**src/rtl/bp_fe_btb_ctrl.sv**
```systemverilog
// BTB write-side controller: 2-entry update FIFO, lookup hazard detection and
// optional whole-table invalidate (enabled with `define BP_FE_BTB_CTRL_FLUSH_EN).
module bp_fe_btb_ctrl #(
   parameter int unsigned btb_idx_width_p = 9,
   parameter int unsigned eaddr_width_p   = 64
) (
   input  logic                       clk_i,
   input  logic                       reset_i,
   input  logic                       upd_v_i,
   output logic                       upd_ready_o,
   input  logic [btb_idx_width_p-1:0] upd_idx_i,
   input  logic [eaddr_width_p-1:0]   upd_tgt_i,
   input  logic                       lkp_v_i,
   output logic                       lkp_ready_o,
   input  logic [btb_idx_width_p-1:0] lkp_idx_i,
   output logic                       lkp_hazard_o,
   input  logic                       flush_i,
   output logic                       flush_busy_o,
   output logic                       flush_done_o,
   output logic                       btb_w_v_o,
   output logic                       btb_w_inv_o,
   output logic [btb_idx_width_p-1:0] btb_idx_w_o,
   output logic [eaddr_width_p-1:0]   btb_tgt_o,
   output logic                       btb_r_v_o,
   output logic [btb_idx_width_p-1:0] btb_idx_r_o
);

   typedef enum logic [1:0] {IDLE, DRAIN, FLUSH} state_e;

   state_e                     state_q;
   logic [btb_idx_width_p-1:0] fifo_idx_q [2];
   logic [eaddr_width_p-1:0]   fifo_tgt_q [2];
   logic                       wptr_q, rptr_q, rptr_n;
   logic [1:0]                 cnt_q, cnt_d;
   logic                       fifo_empty, fifo_full, enq, deq;
   logic                       hit_head, hit_tail;

   assign fifo_empty = (cnt_q == 2'd0);
   assign fifo_full  = (cnt_q == 2'd2);
   assign rptr_n     = ~rptr_q;

   // Ready is gated by reset so it reads 0 while reset is held.
   assign upd_ready_o = !reset_i && !fifo_full && (state_q == IDLE);
   assign enq         = upd_v_i && upd_ready_o;
   assign deq         = !fifo_empty && ((state_q == IDLE) || (state_q == DRAIN));
   assign cnt_d       = cnt_q + {1'b0, enq} - {1'b0, deq};

   always_ff @(posedge clk_i or posedge reset_i) begin
      if (reset_i) begin
         wptr_q <= 1'b0;
         rptr_q <= 1'b0;
         cnt_q  <= '0;
         for (int unsigned i = 0; i < 2; i++) begin
            fifo_idx_q[i] <= '0;
            fifo_tgt_q[i] <= '0;
         end
      end else begin
         if (enq) begin
            fifo_idx_q[wptr_q] <= upd_idx_i;
            fifo_tgt_q[wptr_q] <= upd_tgt_i;
            wptr_q             <= ~wptr_q;
         end
         if (deq) rptr_q <= ~rptr_q;
         cnt_q <= cnt_d;
      end
   end

   // The head stays visible to the hazard check in the cycle it is dequeued.
   assign hit_head     = !fifo_empty && (fifo_idx_q[rptr_q] == lkp_idx_i);
   assign hit_tail     = fifo_full && (fifo_idx_q[rptr_n] == lkp_idx_i);
   assign lkp_hazard_o = lkp_v_i && (hit_head || hit_tail);

   assign lkp_ready_o = (state_q != FLUSH);
   assign btb_r_v_o   = lkp_v_i && lkp_ready_o;
   assign btb_idx_r_o = lkp_idx_i;

`ifdef BP_FE_BTB_CTRL_FLUSH_EN
   state_e                     state_d;
   logic [btb_idx_width_p-1:0] flush_cnt_q, flush_cnt_d;
   logic                       done_q, done_d;

   always_ff @(posedge clk_i or posedge reset_i) begin
      if (reset_i) begin
         state_q     <= IDLE;
         flush_cnt_q <= '0;
         done_q      <= 1'b0;
      end else begin
         state_q     <= state_d;
         flush_cnt_q <= flush_cnt_d;
         done_q      <= done_d;
      end
   end

   always_comb begin
      state_d     = state_q;
      flush_cnt_d = flush_cnt_q;
      done_d      = 1'b0;
      unique case (state_q)
         IDLE: begin
            // An update accepted alongside the flush must drain first.
            if (flush_i) state_d = (!fifo_empty || enq) ? DRAIN : FLUSH;
         end
         DRAIN: begin
            if (cnt_d == 2'd0) state_d = FLUSH;
         end
         FLUSH: begin
            flush_cnt_d = flush_cnt_q + 1'b1;
            if (flush_cnt_q == '1) begin
               state_d = IDLE;
               done_d  = 1'b1;
            end
         end
         default: state_d = IDLE;
      endcase
   end

   assign flush_busy_o = (state_q != IDLE);
   assign flush_done_o = done_q;
`else
   logic unused_flush;
   assign unused_flush = flush_i;
   assign state_q      = IDLE;
   assign flush_busy_o = 1'b0;
   assign flush_done_o = 1'b0;
`endif

   always_comb begin
      btb_w_v_o   = deq;
      btb_w_inv_o = 1'b0;
      btb_idx_w_o = deq ? fifo_idx_q[rptr_q] : '0;
      btb_tgt_o   = deq ? fifo_tgt_q[rptr_q] : '0;
`ifdef BP_FE_BTB_CTRL_FLUSH_EN
      if (state_q == FLUSH) begin
         btb_w_v_o   = 1'b1;
         btb_w_inv_o = 1'b1;
         btb_idx_w_o = flush_cnt_q;
         btb_tgt_o   = '0;
      end
`endif
   end

endmodule

```
**config.mk**
```make
export PLATFORM = sky130hd
export DESIGN_NAME = bp_fe_btb_ctrl
export DESIGN_NICKNAME = d
export VERILOG_FILES = /design/src/rtl/bp_fe_btb_ctrl.sv
export SDC_FILE = /design/constraint.sdc
export NUM_CORES = 1
export LEC_CHECK = 0
export CAP_MARGIN = 40
export CORE_MARGIN = 1.5
export CORE_UTILIZATION = 30
export DETAILED_ROUTE_END_ITERATION = 10
export PLACE_DENSITY = 0.52
export SLEW_MARGIN = 10
export SYNTH_ARGS = -nofsm -noshare
export SYNTH_HDL_FRONTEND = slang
export SYNTH_SLANG_ARGS = --single-unit
export TNS_END_PERCENT = 10
```
**constraint.sdc**
```tcl
create_clock -name clk_i -period 5.4 [get_ports clk_i]
set_input_delay 1.35 -clock clk_i [delete_from_list [all_inputs] [get_ports clk_i]]
set_output_delay 1.35 -clock clk_i [all_outputs]
set_load 0.005 [all_outputs]
```
=== Yosys cells after proc, flatten, opt, wreduce, memory -nomap -nowiden ===
Index checks and enable logic that the tools add are counted.

* Add/subtract/negate cells: 2
* Multipliers: 0
* Div/mod/pow operators: 0
* Equal/unequal tests: 3
* Muxes and demuxes: 17
* Bitwise gates (word level): 5
* Reduce and logical (&&, ||, !) cells: 11
* $lt $le $gt $ge: 4
* Shift operators: 0

{| class="wikitable"
|+ Operator list
! kind !! number
|-
| $mux 64 || 5
|-
| $bwmux 128 || 1
|-
| $mux 9 || 8
|-
| $demux 64 s1 || 1
|-
| $bwmux 18 || 1
|-
| $eq 9x9->1 || 2
|-
| $demux 9 s1 || 1
|-
| $ge 2x2->1 const B || 3
|-
| $logic_and 1x1->1 || 6
|-
| $not 1->2 || 3
|-
| $logic_not 1->1 || 3
|-
| $add 2x1->2 || 1
|-
| $eq 2x2->1 const B || 1
|-
| $logic_not 2->1 || 1
|-
| $lt 2x1->1 const B || 1
|-
| $not 1->1 || 2
|-
| $sub 2x1->2 || 1
|-
| $logic_or 1x1->1 || 1
|}

* Bits in latches: 0
* Output and inout port bits: 90
* Word-level logic and storage cells: 49
* Bits in read-only memories: 0
* Input bits: 87
* Memories: 0
* Bits in registers: 150
* RAM bits: 0

=== Logic depth before layout (Yosys ltp) ===
Gate-level depths: netlist of run 1.

* Word-level depth: 9
* Mapped depth: 6
* Gate-level depth less buffers: 5

=== Worst setup path before layout of run 1 ===
OpenSTA, ideal clock, no wires.

* Path kind: input port to flip-flop
* From: input reset_i
* To: register fifo_idx_q[17] (netlist bit)
* Data required time: 5.275 ns
* Data arrival time: 6.196 ns
* Path buffers: 1
* Slack: -0.920 ns
* Cell stages on the path: 5
* Library setup time: 0.125 ns
* Path through: inv_1 > nand3_1 > nor2_4 > buf_6 > mux2_2

* Cells in the longest elaborated chain, start to end: 3

{| class="wikitable"
|+ Ends and longest elaborated chain
! element !! line !! RTL
|-
| from (decl) || 8 || <nowiki>input logic reset_i,</nowiki>
|-
| $logic_not 1->1 (no source line) || - ||
|-
| $logic_and 1x1->1 || 43 || <nowiki>assign upd_ready_o = !reset_i && !fifo_full && (state_q == IDLE);</nowiki>
|-
| $logic_and 1x1->1 || 44 || <nowiki>assign enq = upd_v_i && upd_ready_o;</nowiki>
|-
| to (signal, indexed assignment) || 59 || <nowiki>fifo_idx_q[wptr_q] <= upd_idx_i;</nowiki>
|-
| to (decl) || 31 || <nowiki>logic [btb_idx_width_p-1:0] fifo_idx_q [2];</nowiki>
|}

No other way between the ends.
A chain may end at the register's enable or synchronous reset.

=== Final worst setup path of run 1 ===
* From: input lkp_idx_i[0]
* To: output lkp_hazard_o

* Cells in the longest elaborated chain, start to end: 4
* Elaborated cells between the ends (all ways): 6
* Classes of those cells: eq/ne (2); reduce/logical (4)

{| class="wikitable"
|+ Ends and longest elaborated chain
! element !! line !! RTL
|-
| from (decl) || 15 || <nowiki>input logic [btb_idx_width_p-1:0] lkp_idx_i,</nowiki>
|-
| $eq 9x9->1 (on tied branches) || 69, 70 ||
|-
| $logic_and 1x1->1 (on tied branches) || 69, 70 ||
|-
| $logic_or 1x1->1 * || 71 || <nowiki>assign lkp_hazard_o = lkp_v_i && (hit_head || hit_tail);</nowiki>
|-
| $logic_and 1x1->1 * || 71 ||
|-
| to (decl) || 16 || <nowiki>output logic lkp_hazard_o,</nowiki>
|}

Mark *: on every way between the ends. The rest lies on a longest branch, timed or not.

==> results of run 1 <==
## cell usage in the layout, fill, tap and decap left out
cell type	instances
sky130_fd_sc_hd__nor4_1	1
sky130_fd_sc_hd__nor2_1	74
sky130_fd_sc_hd__nand2b_1	1
sky130_fd_sc_hd__mux2_1	14
sky130_fd_sc_hd__clkbuf_8	1
sky130_fd_sc_hd__clkbuf_16	17
sky130_fd_sc_hd__nand3_1	2
sky130_fd_sc_hd__inv_1	1
sky130_fd_sc_hd__a21o_1	1
sky130_fd_sc_hd__buf_12	3
sky130_fd_sc_hd__clkinv_4	1
sky130_fd_sc_hd__or3_1	1
sky130_fd_sc_hd__nand4_1	4
sky130_fd_sc_hd__xnor2_1	6
sky130_fd_sc_hd__xor2_1	14
sky130_fd_sc_hd__clkinvlp_4	4
sky130_fd_sc_hd__nand4_4	1
sky130_fd_sc_hd__clkdlybuf4s50_1	171
sky130_fd_sc_hd__dfrtp_4	1
sky130_fd_sc_hd__mux2_2	132
sky130_fd_sc_hd__nor2_4	2
sky130_fd_sc_hd__buf_16	1
sky130_fd_sc_hd__o21ai_1	1
sky130_fd_sc_hd__bufinv_16	2
sky130_fd_sc_hd__nor2b_1	1
sky130_fd_sc_hd__inv_6	5
sky130_fd_sc_hd__clkbuf_1	2
sky130_fd_sc_hd__mux2i_1	82
sky130_fd_sc_hd__conb_1	4
sky130_fd_sc_hd__dfrtp_1	149
sky130_fd_sc_hd__and2_1	1
sky130_fd_sc_hd__clkinv_2	1
sky130_fd_sc_hd__buf_4	7
## per-layer routing
layer | up-vias | global-route usage [%] | wire [um] | part of all wire, %
li1 | 2159 | - | - | -
met1 | 2347 | 16.73 | 7176 | 43
met2 | 104 | 24.67 | 8719 | 52
met3 | 24 | 3.084 | 643 | 3.8
met4 | 0 | 5.488 | 306 | 1.8
met5 | - | 0 | 0 | 0
## worst max-delay path by stage
stage                             from                    endpoint  slack, ps  cells past startpoint
after global placement    lkp_idx_i[8]                lkp_hazard_o        800                      6
after CTS                 lkp_idx_i[8]                lkp_hazard_o        780                      6
after global routing      lkp_idx_i[8]                lkp_hazard_o        680                      6
final                     lkp_idx_i[0]                lkp_hazard_o        800                      6
after floorplan                reset_i  fifo_tgt_q[52]$_DFFE_PP0P_        440                      4
after detailed placement  lkp_idx_i[8]                lkp_hazard_o        780                      6
## through the flow
stage	std cells	cell area (um2)	util (%)	hold WS, ps	setup WS, ps
2_1_floorplan	539	7117	-	457.4	436.0
3_3_place_gp	992	9007	38.60	466.7	796.3
3_5_place_dp	995	9075	38.89	473.9	783.9
4_1_cts	1027	9662	41.41	486.8	783.9
5_1_grt	1027	9662	41.41	500.1	680.3
6_report	1027	9662	41.41	483.3	802.3
## critical path: cells and delay by family
kind / cells / cell delay, ps
AND/OR/NAND/NOR: 2 / 500
XOR/XNOR: 1 / 220
buffers and inverters: 2 / 1090
AO/OA/AOI/OAI: 1 / 80
## final cells by class
class	instances	area, um2
clock buffer	20	446.7
clock inverter	12	140.1
fill	2196	13670
inverter	2	11.26
multi-input combinational	342	3055
sequential	150	3757
tap	319	399.1
timing repair buffer	182	1852
## cells by family after synthesis
group	synth area share [%]
multiplexers	34.69
flip-flops	52.83
AND/OR/NAND/NOR	5.230
buffers and inverters	4.508
XOR/XNOR	2.465
AO/OA/AOI/OAI	0.1761
other	0.1057
## sequential cells by signal, indices dropped and copies added (netlist names)
| register | flops |
|---|---|
| cnt_q | 2 |
| fifo_idx_q | 18 |
| wptr_q | 1 |
| rptr_q | 1 |
| fifo_tgt_q | 128 |
## power breakdown
part | switching, mW | leakage, nW | total [mW] | internal [mW]
clock network | 0.493 | 0.278 | 1.19 | 0.700
logic | 0.697 | 2.03 | 1.78 | 1.08
registers | 0.334 | 1.78 | 2.03 | 1.69
==> insert_results.sql, run 1 <==
INSERT INTO impl_metrics (metric_group, metric, value, unit) VALUES
('clocking', 'cts-resized-gates', '0', ''),
('sta', 'period_needed', '4598', 'ps'),
('synth', 'synth_edf_count', '0', ''),
('placed_design', 'place_congestion', '0.7351', ''),
('sta', 'finalSetupViolations', '0', ''),
('run', 'drv.max_cap_violation_count', '0', ''),
('global_routing', 'pin_count_of_the_biggest_net_entering_global_routing', '74', ''),
('synth', 'synth.top_cells.by_area', 'sky130_fd_sc_hd__dfrtp_1 53%, sky130_fd_sc_hd__mux2_2 21%, sky130_fd_sc_hd__mux2i_1 12%', ''),
('synth', 'synth_cells', '537', ''),
('synth', 'netlist_area', '0.007106', 'mm2'),
('detailed_routing', 'drtPass1Iterations', '4', ''),
('sta', 'worst_clock_skew', '7.973', 'ps'),
('detailed_routing', 'route.vias.total', '4634', ''),
('hold_path', 'timing.hold.worst_endpoint', 'fifo_tgt_q[121]$_DFFE_PP0P_', ''),
('setup_path', 'ff2ff_path_depth', '5', ''),
('floorplanning', 'fp.dieArea', '0.02462', 'mm2'),
('global_routing', 'grt_first_pass_wirelength', '26.24', 'mm'),
('sta', 'timing_hold_violations_final', '0', ''),
('floorplanning', 'initial_util', '30.45', '%'),
('synth', 'synthMostInstantiatedCell', 'sky130_fd_sc_hd__dfrtp_1', ''),
('outcome', 'run_status', 'complete, no violations', ''),
('sta', 'final.period_utilization', '85.14', '%'),
('clocking', 'postCtsHoldBufs', '0', ''),
('clocking', 'cts_made_buffers', '17', ''),
('pwr', 'finalPower', '4.999', 'mW'),
('synth', 'yosysTopAreaCell', 'sky130_fd_sc_hd__dfrtp_1', ''),
('global_routing', 'grt_util_all_layers', '14.07', '%'),
('setup_path', 'r2r_slack', '3250', 'ps'),
('global_routing', 'grt.overflow.total', '0', ''),
('sta', 'slew-limit-headroom', '41.39', '%'),
('sta', 'finalMaxSlewViolations', '0', ''),
('cells_and_area', 'layout.nets', '782', ''),
('setup_path', 'cp_cell_sequence', 'clkdlybuf4s50_1 -> xor2_1 -> nand4_1 -> or3_1 -> o21ai_1 -> clkdlybuf4s50_1', ''),
('clocking', 'tritoncts_num_sinks', '150', ''),
('synth', 'yosysWarnings', '0', ''),
('global_routing', 'antenna_found_initial', '0', ''),
('sta', 'worst_pin_slew', '877.1', 'ps'),
('clocking', 'tritoncts_clock_tree', 'yes', ''),
('clocking', 'cts_post_setup_buffers_inserted', '0', ''),
('detailed_routing', 'route.detailed.vias_per_inst', '4.512', ''),
('setup_path', 'crit_top_cell', 'sky130_fd_sc_hd__clkdlybuf4s50_1', ''),
('cells_and_area', 'num_antenna_cells', '0', ''),
('setup_path', 'cp_slowest_cell', 'sky130_fd_sc_hd__clkdlybuf4s50_1', ''),
('hold_path', 'hold_path_startpoint', 'fifo_tgt_q[121]$_DFFE_PP0P_', ''),
('synth', 'synthesis.area_per_instance', '13.23', 'um2'),
('clocking', 'cts-htree-levels', '4', ''),
('clocking', 'cts-root-buf', 'sky130_fd_sc_hd__clkbuf_16', ''),
('hold_path', 'hold_path_depth', '1', ''),
('hold_path', 'worst_hold_path_class', 'reg2reg', ''),
('pwr', 'power.density', '517.4', 'mW/mm2'),
('global_routing', 'grt_pass1_vias', '4944', ''),
('setup_path', 'r2r-end', 'fifo_tgt_q[61]$_DFFE_PP0P_', ''),
('setup_path', 'critical_path_fanouts_max', '3', ''),
('detailed_routing', 'detailed_route_wire_length', '16.85', 'mm'),
('synth', 'asyncSetResetFlopFracSynth', '100.0', '%'),
('synth', 'ys_ff_latch', '150', ''),
('pwr', 'vdd_drop_max', '203.8', 'uV'),
('clocking', 'worst_skew_pair.late_latency', '420', 'ps'),
('cells_and_area', 'area.growth.synth_to_final', '35.97', '%'),
('floorplanning', 'fp.dieW', '156.9', 'um'),
('detailed_routing', 'final_antenna_net_count', '0', ''),
('setup_path', 'r2r-start', 'cnt_q[0]$_DFF_PP0_', ''),
('floorplanning', 'floorplan.core_area', '0.02333', 'mm2'),
('placed_design', 'port-buffer-count', '171', ''),
('floorplanning', 'fp.dieH', '156.9', 'um'),
('setup_path', 'worst_path_largest_cell_delay', '580', 'ps'),
('clocking', 'max-clock-path-buffers', '2', ''),
('clocking', 'cts.reportedPaths.clkPinSlew', '50', 'ps'),
('setup_path', 'timing.critical_path.arrival', '3250', 'ps'),
('sta', 'fmax', '0.2175', 'GHz'),
('synth', 'synth_largest_type_area_fraction', '52.83', '%');
(Power assumes the default switching activity.)
==> run 2, diff against run 1 <==
- TNS_END_PERCENT: 10 -> 20
==> results of run 2 <==
Same layout as run 1: the final DEF is identical, and so are final timing and power.
